`src/rtl/data_ram_arbiter_pkg.sv`:
```
// Shared types and constants for the data RAM arbiter (ARB_RR_EN selects round-robin).
package data_ram_arbiter_pkg;

  typedef enum logic [1:0] {
    ArbIdle   = 2'd0,
    ArbAccess = 2'd1,
    ArbResp   = 2'd2
  } arb_state_e;

  localparam logic Master0 = 1'b0;
  localparam logic Master1 = 1'b1;

  localparam logic [31:0] ZeroWord = 32'h0000_0000;

  localparam int unsigned ArbCntW = 4;

endpackage

```
`src/rtl/data_ram_arbiter_arb_pick.sv`:
```
// Combinational winner selection for the data RAM arbiter.
// ARB_RR_EN: round-robin on the last-grant pointer; otherwise fixed priority with MAX_CONSEC limit.
module data_ram_arbiter_arb_pick
  import data_ram_arbiter_pkg::*;
#(
  parameter int unsigned MAX_CONSEC = 4
) (
  input  logic [1:0]         req_i,
  input  logic [ArbCntW-1:0] arb_i,
  output logic               win_o
);

`ifdef ARB_RR_EN
  // arb_i holds the last granted master: zero = m0, nonzero = m1
  always_comb begin
    win_o = Master0;
    if (req_i == 2'b11) begin
      win_o = (arb_i != '0) ? Master0 : Master1;
    end else if (req_i[1]) begin
      win_o = Master1;
    end
  end
`else
  localparam logic [ArbCntW-1:0] MaxConsec = ArbCntW'(MAX_CONSEC);

  // arb_i is the count of back-to-back m0 grants while m1 was waiting
  always_comb begin
    win_o = Master0;
    if (req_i[1] && (!req_i[0] || (arb_i >= MaxConsec))) begin
      win_o = Master1;
    end
  end
`endif

endmodule

```
`src/rtl/data_ram_arbiter.sv`:
```
// Shares the byte-banked data RAM between the CPU MEM stage (m0) and the loader port (m1).
// Define ARB_RR_EN for round-robin arbitration instead of fixed priority.
module data_ram_arbiter
  import data_ram_arbiter_pkg::*;
#(
  parameter int unsigned MAX_CONSEC = 4
) (
  input  logic        clk,
  input  logic        rst,

  input  logic        m0_req_i,
  input  logic        m0_we_i,
  input  logic [31:0] m0_addr_i,
  input  logic [3:0]  m0_sel_i,
  input  logic [31:0] m0_data_i,
  output logic [31:0] m0_data_o,
  output logic        m0_ack_o,
  output logic        m0_stallreq_o,

  input  logic        m1_req_i,
  input  logic        m1_we_i,
  input  logic [31:0] m1_addr_i,
  input  logic [3:0]  m1_sel_i,
  input  logic [31:0] m1_data_i,
  output logic [31:0] m1_data_o,
  output logic        m1_ack_o,

  output logic        ram_ce_o,
  output logic        ram_we_o,
  output logic [31:0] ram_addr_o,
  output logic [3:0]  ram_sel_o,
  output logic [31:0] ram_data_o,
  input  logic [31:0] ram_data_i,

  output logic [1:0]  grant_o
);

  // state     | meaning
  // ArbIdle   | no transaction; arbitrates and latches the winner when any req is high
  // ArbAccess | RAM cycle for the latched winner; read data captured at its end
  // ArbResp   | winner's ack pulse, data_o valid

`ifdef ARB_RR_EN
  localparam logic [ArbCntW-1:0] ArbRst = ArbCntW'(1);
`else
  localparam logic [ArbCntW-1:0] ArbRst = '0;
  localparam logic [ArbCntW-1:0] MaxConsec = ArbCntW'(MAX_CONSEC);
`endif

  arb_state_e state_q, state_d;

  logic               win_q, win_d;
  logic               we_q, we_d;
  logic [31:0]        addr_q, addr_d;
  logic [3:0]         sel_q, sel_d;
  logic [31:0]        wdata_q, wdata_d;
  logic [ArbCntW-1:0] arb_q, arb_d;
  logic [1:0]         grant_q, grant_d;
  logic [31:0]        m0_rdata_q, m0_rdata_d;
  logic [31:0]        m1_rdata_q, m1_rdata_d;
  logic               m0_ack_q, m0_ack_d;
  logic               m1_ack_q, m1_ack_d;

  logic [1:0] req;
  logic       pick;
  logic       grant_now;
  logic       ce;

  assign req       = {m1_req_i, m0_req_i};
  assign grant_now = (state_q == ArbIdle) && (|req);

  data_ram_arbiter_arb_pick #(
    .MAX_CONSEC (MAX_CONSEC)
  ) u_arb_pick (
    .req_i (req),
    .arb_i (arb_q),
    .win_o (pick)
  );

  always_comb begin
    state_d    = state_q;
    win_d      = win_q;
    we_d       = we_q;
    addr_d     = addr_q;
    sel_d      = sel_q;
    wdata_d    = wdata_q;
    grant_d    = grant_q;
    m0_rdata_d = m0_rdata_q;
    m1_rdata_d = m1_rdata_q;
    m0_ack_d   = 1'b0;
    m1_ack_d   = 1'b0;

    case (state_q)
      ArbIdle: begin
        if (|req) begin
          win_d   = pick;
          grant_d = (pick == Master1) ? 2'b10 : 2'b01;
          if (pick == Master1) begin
            we_d    = m1_we_i;
            addr_d  = m1_addr_i;
            sel_d   = m1_sel_i;
            wdata_d = m1_data_i;
          end else begin
            we_d    = m0_we_i;
            addr_d  = m0_addr_i;
            sel_d   = m0_sel_i;
            wdata_d = m0_data_i;
          end
          state_d = ArbAccess;
        end
      end
      ArbAccess: begin
        // writes return zero on data_o so stale read data never pairs with a write ack
        if (win_q == Master1) begin
          m1_rdata_d = we_q ? ZeroWord : ram_data_i;
          m1_ack_d   = 1'b1;
        end else begin
          m0_rdata_d = we_q ? ZeroWord : ram_data_i;
          m0_ack_d   = 1'b1;
        end
        state_d = ArbResp;
      end
      ArbResp: begin
        grant_d = 2'b00;
        state_d = ArbIdle;
      end
      default: begin
        grant_d = 2'b00;
        state_d = ArbIdle;
      end
    endcase
  end

`ifdef ARB_RR_EN
  always_comb begin
    arb_d = arb_q;
    if (grant_now) begin
      arb_d = {{(ArbCntW-1){1'b0}}, pick};
    end
  end
`else
  always_comb begin
    arb_d = arb_q;
    if (!m1_req_i) begin
      arb_d = '0;
    end else if (grant_now) begin
      if (pick == Master1) begin
        arb_d = '0;
      end else if (arb_q < MaxConsec) begin
        arb_d = arb_q + 1'b1;
      end
    end
  end
`endif

  always_ff @(posedge clk) begin
    if (rst) begin
      state_q    <= ArbIdle;
      win_q      <= Master0;
      we_q       <= 1'b0;
      addr_q     <= ZeroWord;
      sel_q      <= 4'b0000;
      wdata_q    <= ZeroWord;
      arb_q      <= ArbRst;
      grant_q    <= 2'b00;
      m0_rdata_q <= ZeroWord;
      m1_rdata_q <= ZeroWord;
      m0_ack_q   <= 1'b0;
      m1_ack_q   <= 1'b0;
    end else begin
      state_q    <= state_d;
      win_q      <= win_d;
      we_q       <= we_d;
      addr_q     <= addr_d;
      sel_q      <= sel_d;
      wdata_q    <= wdata_d;
      arb_q      <= arb_d;
      grant_q    <= grant_d;
      m0_rdata_q <= m0_rdata_d;
      m1_rdata_q <= m1_rdata_d;
      m0_ack_q   <= m0_ack_d;
      m1_ack_q   <= m1_ack_d;
    end
  end

  // rst gates the enable combinationally so a reset landing in ArbAccess commits nothing
  assign ce = (state_q == ArbAccess) & ~rst;

  assign ram_ce_o   = ce;
  assign ram_we_o   = ce & we_q;
  assign ram_addr_o = ce ? addr_q : ZeroWord;
  assign ram_sel_o  = ce ? sel_q : 4'b0000;
  assign ram_data_o = ce ? wdata_q : ZeroWord;

  assign grant_o       = grant_q;
  assign m0_ack_o      = m0_ack_q;
  assign m1_ack_o      = m1_ack_q;
  assign m0_data_o     = m0_rdata_q;
  assign m1_data_o     = m1_rdata_q;
  assign m0_stallreq_o = m0_req_i & ~m0_ack_q;

endmodule

```
`config.mk`:
```
export PLATFORM = sky130hd
export DESIGN_NAME = data_ram_arbiter
export DESIGN_NICKNAME = d
export VERILOG_FILES = /design/src/rtl/data_ram_arbiter_pkg.sv /design/src/rtl/data_ram_arbiter_arb_pick.sv /design/src/rtl/data_ram_arbiter.sv
export SDC_FILE = /design/constraint.sdc
export NUM_CORES = 1
export LEC_CHECK = 0
export ABC_AREA = 1
export CAP_MARGIN = 20
export CELL_PAD_IN_SITES_DETAIL_PLACEMENT = 0
export CELL_PAD_IN_SITES_GLOBAL_PLACEMENT = 1
export CORE_MARGIN = 2
export CORE_UTILIZATION = 30
export DETAILED_ROUTE_END_ITERATION = 10
export GPL_ROUTABILITY_DRIVEN = 1
export PLACE_DENSITY_LB_ADDON = 0.1
export SLEW_MARGIN = 20
export SYNTH_ARGS = -nofsm -noshare
export SYNTH_HDL_FRONTEND = slang
export SYNTH_SLANG_ARGS = --single-unit
```
`constraint.sdc`:
```
create_clock -name clk -period 4.2 [get_ports clk]
set_clock_uncertainty 0.15 [all_clocks]
set_input_delay 0.63 -clock clk [delete_from_list [all_inputs] [get_ports clk]]
set_output_delay 0.63 -clock clk [all_outputs]
set_load 0.1 [all_outputs]
```
After elaboration in Yosys (flattened, before gate mapping)
Index checks and enable logic that the tools add are counted.
- register bits: 144
- output and inout bits: 139
- magnitude comparators: 2
- muxes and demuxes: 18
- bitwise gates (word level): 8
- add/subtract/negate cells: 1
- reductions and logical operators: 14
- eq/ne operators: 2
- operators with widths (cell ; number):
    two-way mux 32 bit ; 5
    two-way mux 4 bit ; 4
    AND reduction 2 bit ; 5
    one-hot mux 2 bit (2 select lines) ; 2
    two-way mux 2 bit ; 3
    OR reduction 2 bit ; 3
    NOT 1 bit ; 5
    adder 4 x 1 -> 4 bit, second input constant ; 1
    greater-or-equal comparator 4 x 3 -> 1 bit, second input constant ; 1
    less-than comparator 4 x 3 -> 1 bit, second input constant ; 1
    two-way mux 1 bit ; 4
    AND 1 bit ; 3
    == test 2 x 1 -> 1 bit, second input constant ; 1
    logical AND 1 bit ; 2
    zero test 2 bit ; 1
    inequality test 2 x 1 -> 1 bit, second input constant ; 1
    nonzero test 2 bit ; 1
    zero test 1 bit ; 1
    logical OR 1 bit ; 1

Longest topological paths before layout
Gate-level depths: netlist (run 1).
- word-level depth: 7
- mapped depth: 9

Modules after synthesis
A second synthesis (run 1) with hierarchy kept.
- cell total of the unflattened synthesis: 1063
- area total of the unflattened synthesis: 6734.0 um^2
- modules (own cells, without submodules) (module ; seq. area each (um^2) ; area each (um^2) ; cells an instance ; times used):
    data_ram_arbiter ; 2882.8 ; 6721.4 ; 1060 ; 1
    data_ram_arbiter_arb_pick ; 0.0 ; 12.5 ; 3 ; 1

Least setup slack after synthesis (run 1)
OpenSTA, ideal clock, no wires.
- path type: input-to-output
- from: in rst
- to: out ram_data_o[21]
- data required time: 3.420 ns
- cell stages on the path: 6
- slack: 0.030 ns
- buffers on the path: 3
- arrival: 3.390 ns
- cells stage by stage: buf_2 -> nor2_2 -> inv_2 -> buf_2 -> buf_4 -> nor2_1
- cells in the longest elaborated chain, start to end: 3
- ends and longest elaborated chain (element ; RTL line ; source):
    from (decl) ; data_ram_arbiter.sv:9 ; input logic rst,
    NOT 1 bit ; data_ram_arbiter.sv:187 ; assign ce = (state_q == ArbAccess) & ~rst;
    AND 1 bit ; data_ram_arbiter.sv:187 ;
    via ram_ce_o ; data_ram_arbiter.sv:28 ; output logic ram_ce_o,
    two-way mux 32 bit ; data_ram_arbiter.sv:193 ; assign ram_data_o = ce ? wdata_q : ZeroWord;
    to (decl) ; data_ram_arbiter.sv:32 ; output logic [31:0] ram_data_o,
The timed path passes the listed nets, and every way through them passes these cells.

Worst setup path after layout (run 1)
- from: in rst
- to: out ram_data_o[7]
- cells in the longest elaborated chain, start to end: 3
- ends and longest elaborated chain (element ; RTL line):
    NOT 1 bit ; data_ram_arbiter.sv:187
    AND 1 bit ; data_ram_arbiter.sv:187
    two-way mux 32 bit ; data_ram_arbiter.sv:193
Every way passes these cells.

==> results of run 1 <==
## placed cells by master, fill, tap and decap left out
| cell | Yosys | layout |
|---|---|---|
| ha_1 | 1 | 1 |
| nand3_1 | 208 | 208 |
| clkinv_2 | 0 | 3 |
| o21ai_0 | 48 | 48 |
| inv_8 | 0 | 4 |
| inv_1 | 171 | 171 |
| clkdlybuf4s50_1 | 0 | 241 |
| dfxtp_1 | 144 | 144 |
| clkinvlp_4 | 0 | 1 |
| nor2_1 | 175 | 175 |
| clkinv_8 | 0 | 4 |
| nor2_2 | 3 | 3 |
| diode_2 | 0 | 1 |
| inv_2 | 5 | 4 |
| a21oi_1 | 35 | 35 |
| nor2_4 | 2 | 2 |
| nand2_1 | 191 | 190 |
| buf_12 | 0 | 72 |
| inv_6 | 0 | 5 |
| nand4_1 | 1 | 1 |
| clkbuf_16 | 0 | 17 |
| nand2_2 | 3 | 4 |
| buf_4 | 4 | 12 |
## through the flow
step / instance area, sq um / worst slack, ns / total power [mW] / utilization, %
2_1_floorplan: 6810 / 0.0302 / 2.28 / -
3_3_place_gp: 10800 / 0.950 / 2.69 / 48.0
3_5_place_dp: 10800 / 0.876 / 2.69 / 48.0
4_1_cts: 11400 / 0.860 / 4.23 / 50.6
5_1_grt: 11400 / 0.446 / 4.37 / 50.6
6_report: 11400 / 0.672 / 4.17 / 50.6
## kinds of logic after synthesis
logic type                 count (synthesis)
adders and majority gates                  1
and+or+nand+nor                          583
buffers and inverters                    249
DFF                                      144
AOI/OAI and AO/OA                         83
## worst paths after layout
check / cells past startpoint / to
worst max-delay path: 5 / ram_data_o[7]
worst min-delay path: 2 / arb_q[2]$_SDFFE_PP0P_
worst max register to register: 8 / m1_data_o[9]$_SDFFE_PP0P_
worst min register to register: 2 / arb_q[2]$_SDFFE_PP0P_
## layer usage
metal / wire length (um) / vias to the layer above
met1: 11100 / 3330
met2: 11500 / 222
met4: 435 / 0
li1: - / 3803
met5: 0 / -
met3: 1740 / 23
## registers in the layout (all words and copies together), names as in the netlist
register	cells
addr_q	32
m0_data_o	32
m1_data_o	32
wdata_q	32
arb_q	4
sel_q	4
grant_o	2
state_q	2
m0_ack_o	1
m1_ack_o	1
we_q	1
win_q	1
## critical path, cell delays in order
cell             delay [ns]
clkdlybuf4s50_1        0.45
nor2_2                 0.17
clkinv_2               0.71
nor2_1                 0.51
buf_12                 0.23
## power by group through the flow
stage                     Sequential [mW]  Clock [mW]  Combinational [mW]
final                                1.52        1.51                1.14
after floorplan                      1.81           0               0.476
after CTS                            1.52        1.56                1.15
after global placement               1.54           0                1.15
after detailed placement             1.55           0                1.15
after global routing                 1.53        1.62                1.23
## final cells by class
class	count	area, sq um	share of cell area (%)
Tap cell	285	357	3.14
Inverter	177	667	5.87
Clock inverter	15	166	1.47
Timing Repair Buffer	325	3940	34.7
Multi-Input combinational cell	667	2910	25.6
Antenna cell	1	2.50	0.0220
Clock buffer	17	425	3.75
Sequential cell	144	2880	25.4
==> impl_metrics.tcl, run 1 <==
set metrics [dict create \
    cts_tree "yes" \
    dp_hpwl_um 16500 \
    fin_crit_sh_pct 84.0 \
    yosysMostFrequentCell "nand3_1" \
    cts_resized 0 \
    met3_usage_pct 7.14 \
    grt_usage_pct 20.6 \
    ys_seq_area_share_pct 42.3 \
    hp-class "flop to flop" \
    whs_ns 0.302 \
    top_usage_layer "met2" \
    ios 313 \
    drt_pre_antenna_iters 4 \
    grt_max_degree 72 \
    ys_seq_elements 144 \
    synth_top_family_by_area "simple AND/OR/NAND/NOR gates" \
    grt_antenna_before_repair 1 \
    fp.coreArea_sq_mm 0.0224 \
    gr-total-overflow 0 \
    initial_utilization_pct 30.4 \
    synth_area_sq_mm 0.00681 \
    r2r_slack_ns 1.94 \
    cts.sinks 144 \
    synth_compound_area_share_pct 6.10 \
    drc 0 \
    nNetsFinal 1507 \
    power_density_mw_per_mm2 367 \
    die_y_um 155 \
    worstSetupEndpointType "primary output" \
    finalHoldViolations 0 \
    yosysUniqueCellTypes 19 \
    fmax_ghz 0.283 \
    finalWeightedCongestion 0.778 \
    cts_setup_buffers 0 \
    htreeDepth 4 \
    cts_inserted_buffers 17 \
    synthSimpleGateAreaFrac_pct 36.4 \
    slew_headroom_pct 30.3 \
    synth-edff-count 0 \
    use_met1_pct 26.3 \
    cp.arrival_ns 2.75 \
    drv_slew 0 \
    ctsHoldBuffers 0 \
    tightest_slew_ns 1.04 \
    met2_usage_pct 33.2 \
    ant_nets 0 \
    viasPerCell 4.52 \
    clockRootBuffer "clkbuf_16" \
    syn_inst 1060 \
    ys_warn_count 0 \
    cp.required_ns 3.42 \
    synth.area.mux_share_pct 0 \
    pwr-share-comb_pct 27.4 \
    synth_fa_ha_area_share_pct 0.184 \
    synth-main-ff-cell "dfxtp_1" \
    routedWlPerCell_um 15.2 \
    stdcell_count 1631 \
    synth.cells.most_frequent "208 x nand3_1, 191 x nand2_1, 175 x nor2_1, 171 x inv_1, 144 x dfxtp_1" \
    grt_pass1_vias 7099 \
    clkLatencyLatePin_ns 0.41 \
    drt-initial-drc-count 285 \
    crit_fanout 69 \
    maxCapViolCount 0 \
    crit_type "input pin to primary output" \
    fillers 2306 \
    drive_gt1_share_pct 9.74 \
    swShare_pct 36.3 \
    synth_top_cell_area_share_pct 42.3 \
    r2r-start "state_q[0]$_SDFFE_PP0P_" \
    critPathLaunch "rst" \
    syn_area_per_cell_sq_um 6.42 \
    hp-start "arb_q[2]$_SDFFE_PP0P_" \
    clk_pin_slew_ns 0.06 \
    p_int_mw 2.65 \
    area_growth_pct 66.8 \
    clockBufferDepth 2 \
    portBuffers 312 \
    finalSetupViolCount 0 \
    p_seq_share_pct 36.4 \
    synthXorXnorAreaFrac_pct 0 \
    async_flop_share_pct 0 \
    synth.largest_area_cell "dfxtp_1" \
    p_leak_nw 5.15 \
    synth_nets 1235 \
    wl_um 24800 \
    switchingPower_mw 1.51 \
    tns_ns 0 \
    die_w_um 155 \
    vias 7378 \
    rsz0062_at_grt "false" \
    status "finished, final reports clean" \
    cp-start-kind "input pin" \
    ys_top_cells_by_area "dfxtp_1 42%, nand3_1 15%, nand2_1 11%" \
    power_frac_clock_pct 36.2 \
    place_inst 1598 \
    period_minus_slack_ns 3.53 \
    die-area_sq_mm 0.0239 \
    grt_pass1_wl_um 39200 \
    rows 55 \
    ir_drop_uv 230 \
]
Note: power is estimated with default switching activity, not from simulation.
==> inputs of run 2 (changes only) <==
CORE_UTILIZATION = 25   (was 30)
clock period = 3 ns   (was 4.2 ns; I/O delays follow)
==> run 2 against run 1 <==
Worst setup slack worse by 0.24 ns; global-route usage decreased by 2.4 points; non-clock buffer count increased by 5; critical path depth up 3; cell count up 3.9%; flip-flop and latch count unchanged; sequential share of layout area fell by 0.37 points; core utilization shrank 7.7 points.
==> impl_metrics.tcl, run 2 (synthesis gave the netlist of run 1 again) <==
set metrics [dict create \
    layout_commonest_cell "nand3_1" \
    fp.coreArea_sq_mm 0.0269 \
    final_cell_mix "208 x nand3_1, 190 x nand2_1, 173 x clkdlybuf4s50_1" \
    crit_family "buffers and inverters" \
    cts.sinks 144 \
    grt_pass1_wl_um 40500 \
    drt-initial-drc-count 269 \
    slowest_delay_ns 0.32 \
    slew_headroom_pct 41.8 \
    grt_max_degree 117 \
    cp-start-kind "flop" \
    ctsHoldBuffers 0 \
    finalSetupViolCount 0 \
    nNetsFinal 1512 \
    status "finished, final reports clean" \
    cp_slowest_cell "dfxtp_1" \
    cts_resized 0 \
    fin_crit_sh_pct 85.5 \
    grt_usage_pct 18.1 \
    power_density_mw_per_mm2 518 \
    die_y_um 169 \
    critPathLaunch "state_q[0]$_SDFFE_PP0P_" \
    whs_ns 0.295 \
    rsz0062_at_grt "false" \
    crit_type "flop to primary output" \
    cp.arrival_ns 1.97 \
    routedWlPerCell_um 15.5 \
    clk_pin_slew_ns 0.07 \
    cp.required_ns 2.40 \
    clockRootBuffer "clkbuf_16" \
    grt_antenna_before_repair 4 \
    ios 313 \
    wl_um 26200 \
    hp-start "arb_q[2]$_SDFFE_PP0P_" \
    crit_fanout 38 \
    crit_chain "inv_2, nor2_2, inv_2, nor2_4, inv_4, buf_12, nor2_2, buf_12" \
    die_w_um 169 \
    worstSetupEndpointType "primary output" \
    drt_pre_antenna_iters 4 \
    r2r-start "arb_q[3]$_SDFFE_PP0P_" \
    clockBufferDepth 2 \
    tightest_slew_ns 0.874 \
    cts_inserted_buffers 17 \
    fmax_ghz 0.390 \
    portBuffers 312 \
    viasPerCell 4.34 \
    cts_tree "yes" \
    ant_nets 0 \
    vias 7351 \
    hp-class "flop to flop" \
    htreeDepth 4 \
    die-area_sq_mm 0.0286 \
    period_minus_slack_ns 2.57 \
    dp_hpwl_um 17600 \
    grt_pass1_vias 7060 \
    path_buf_inv 5 \
    drc 0 \
    drv_slew 0 \
    p_leak_nw 5.31 \
    gr-total-overflow 0 \
    area_growth_pct 69.2 \
    maxCapViolCount 0 \
    finalPower_mw 5.96 \
    ir_drop_uv 306 \
    finalWeightedCongestion 0.755 \
    initial_utilization_pct 25.3 \
    rows 60 \
    finalHoldViolations 0 \
    fillers 2783 \
    drive_gt1_share_pct 20.2 \
    clkLatencyLatePin_ns 0.42 \
    tns_ns 0 \
    cts_setup_buffers 0 \
]
==> run 2: cell types whose count changed in the layout (fill, tap and decap cells not counted), moves of 3 or more <==
| cell | delta |
|---|---|
| clkdlybuf4s50_1 | -68 |
| nor2_1 | -69 |
| inv_8 | +3 |
| nor2_2 | +68 |
| diode_2 | +3 |
| buf_4 | +71 |
==> run 2: worst paths after layout <==
| kind | slack [ns] | end | cells after the start |
|---|---|---|---|
| worst min-delay path | 0.30 | arb_q[2]$_SDFFE_PP0P_ | 2 |
| worst min register to register | 0.30 | arb_q[2]$_SDFFE_PP0P_ | 2 |
| worst max-delay path | 0.43 | ram_data_o[21] | 8 |
| worst max register to register | 1.18 | we_q$_SDFFE_PP0P_ | 7 |
==> run 2: final cells by class <==
cell class                      count  area [sq um]  area share [%]
Antenna cell                        4          10.0          0.0869
Clock buffer                       17           425            3.69
Clock inverter                     15           184            1.60
Inverter                          177           668            5.80
Multi-Input combinational cell    667          3090            26.8
Sequential cell                   144          2880            25.0
Tap cell                          341           427            3.70
Timing Repair Buffer              330          3840            33.3
==> run 2: tightest hold or removal path: cells and delay by family (launching register included) <==
kind	cells	cell delay, ns
buffers and inverters	1	0.05
flip-flops	1	0.31
AO/OA/AOI/OAI	1	0.05
==> run 2: per-layer routing <==
metal	global-route usage, %	vias up	routed length, um
met2	29.3	210	12300
met4	5.57	0	244
met5	0	-	0
met3	5.38	16	1830
met1	23.3	3315	11800
li1	-	3810	-
==> run 2: through the flow <==
stage               worst slack [ns]  instance area, sq um  util, %  cells
global route                   0.320                 11500     42.9   1695
finish                         0.434                 11500     42.9   1695
detailed placement             0.474                 10900     40.6   1659
CTS                            0.390                 11500     42.8   1691
floorplan                    -0.0642                  6990        -   1060
global placement               0.512                 10900     40.6   1659
==> run 2: power breakdown <==
part           total (mW)  leakage [nW]  internal, mW  switching (mW)
Sequential           2.12          1.18          2.05          0.0690
Clock                2.22         0.298          1.21            1.01
Combinational        1.62          3.83         0.538            1.09
Total                5.96          5.31          3.80            2.17
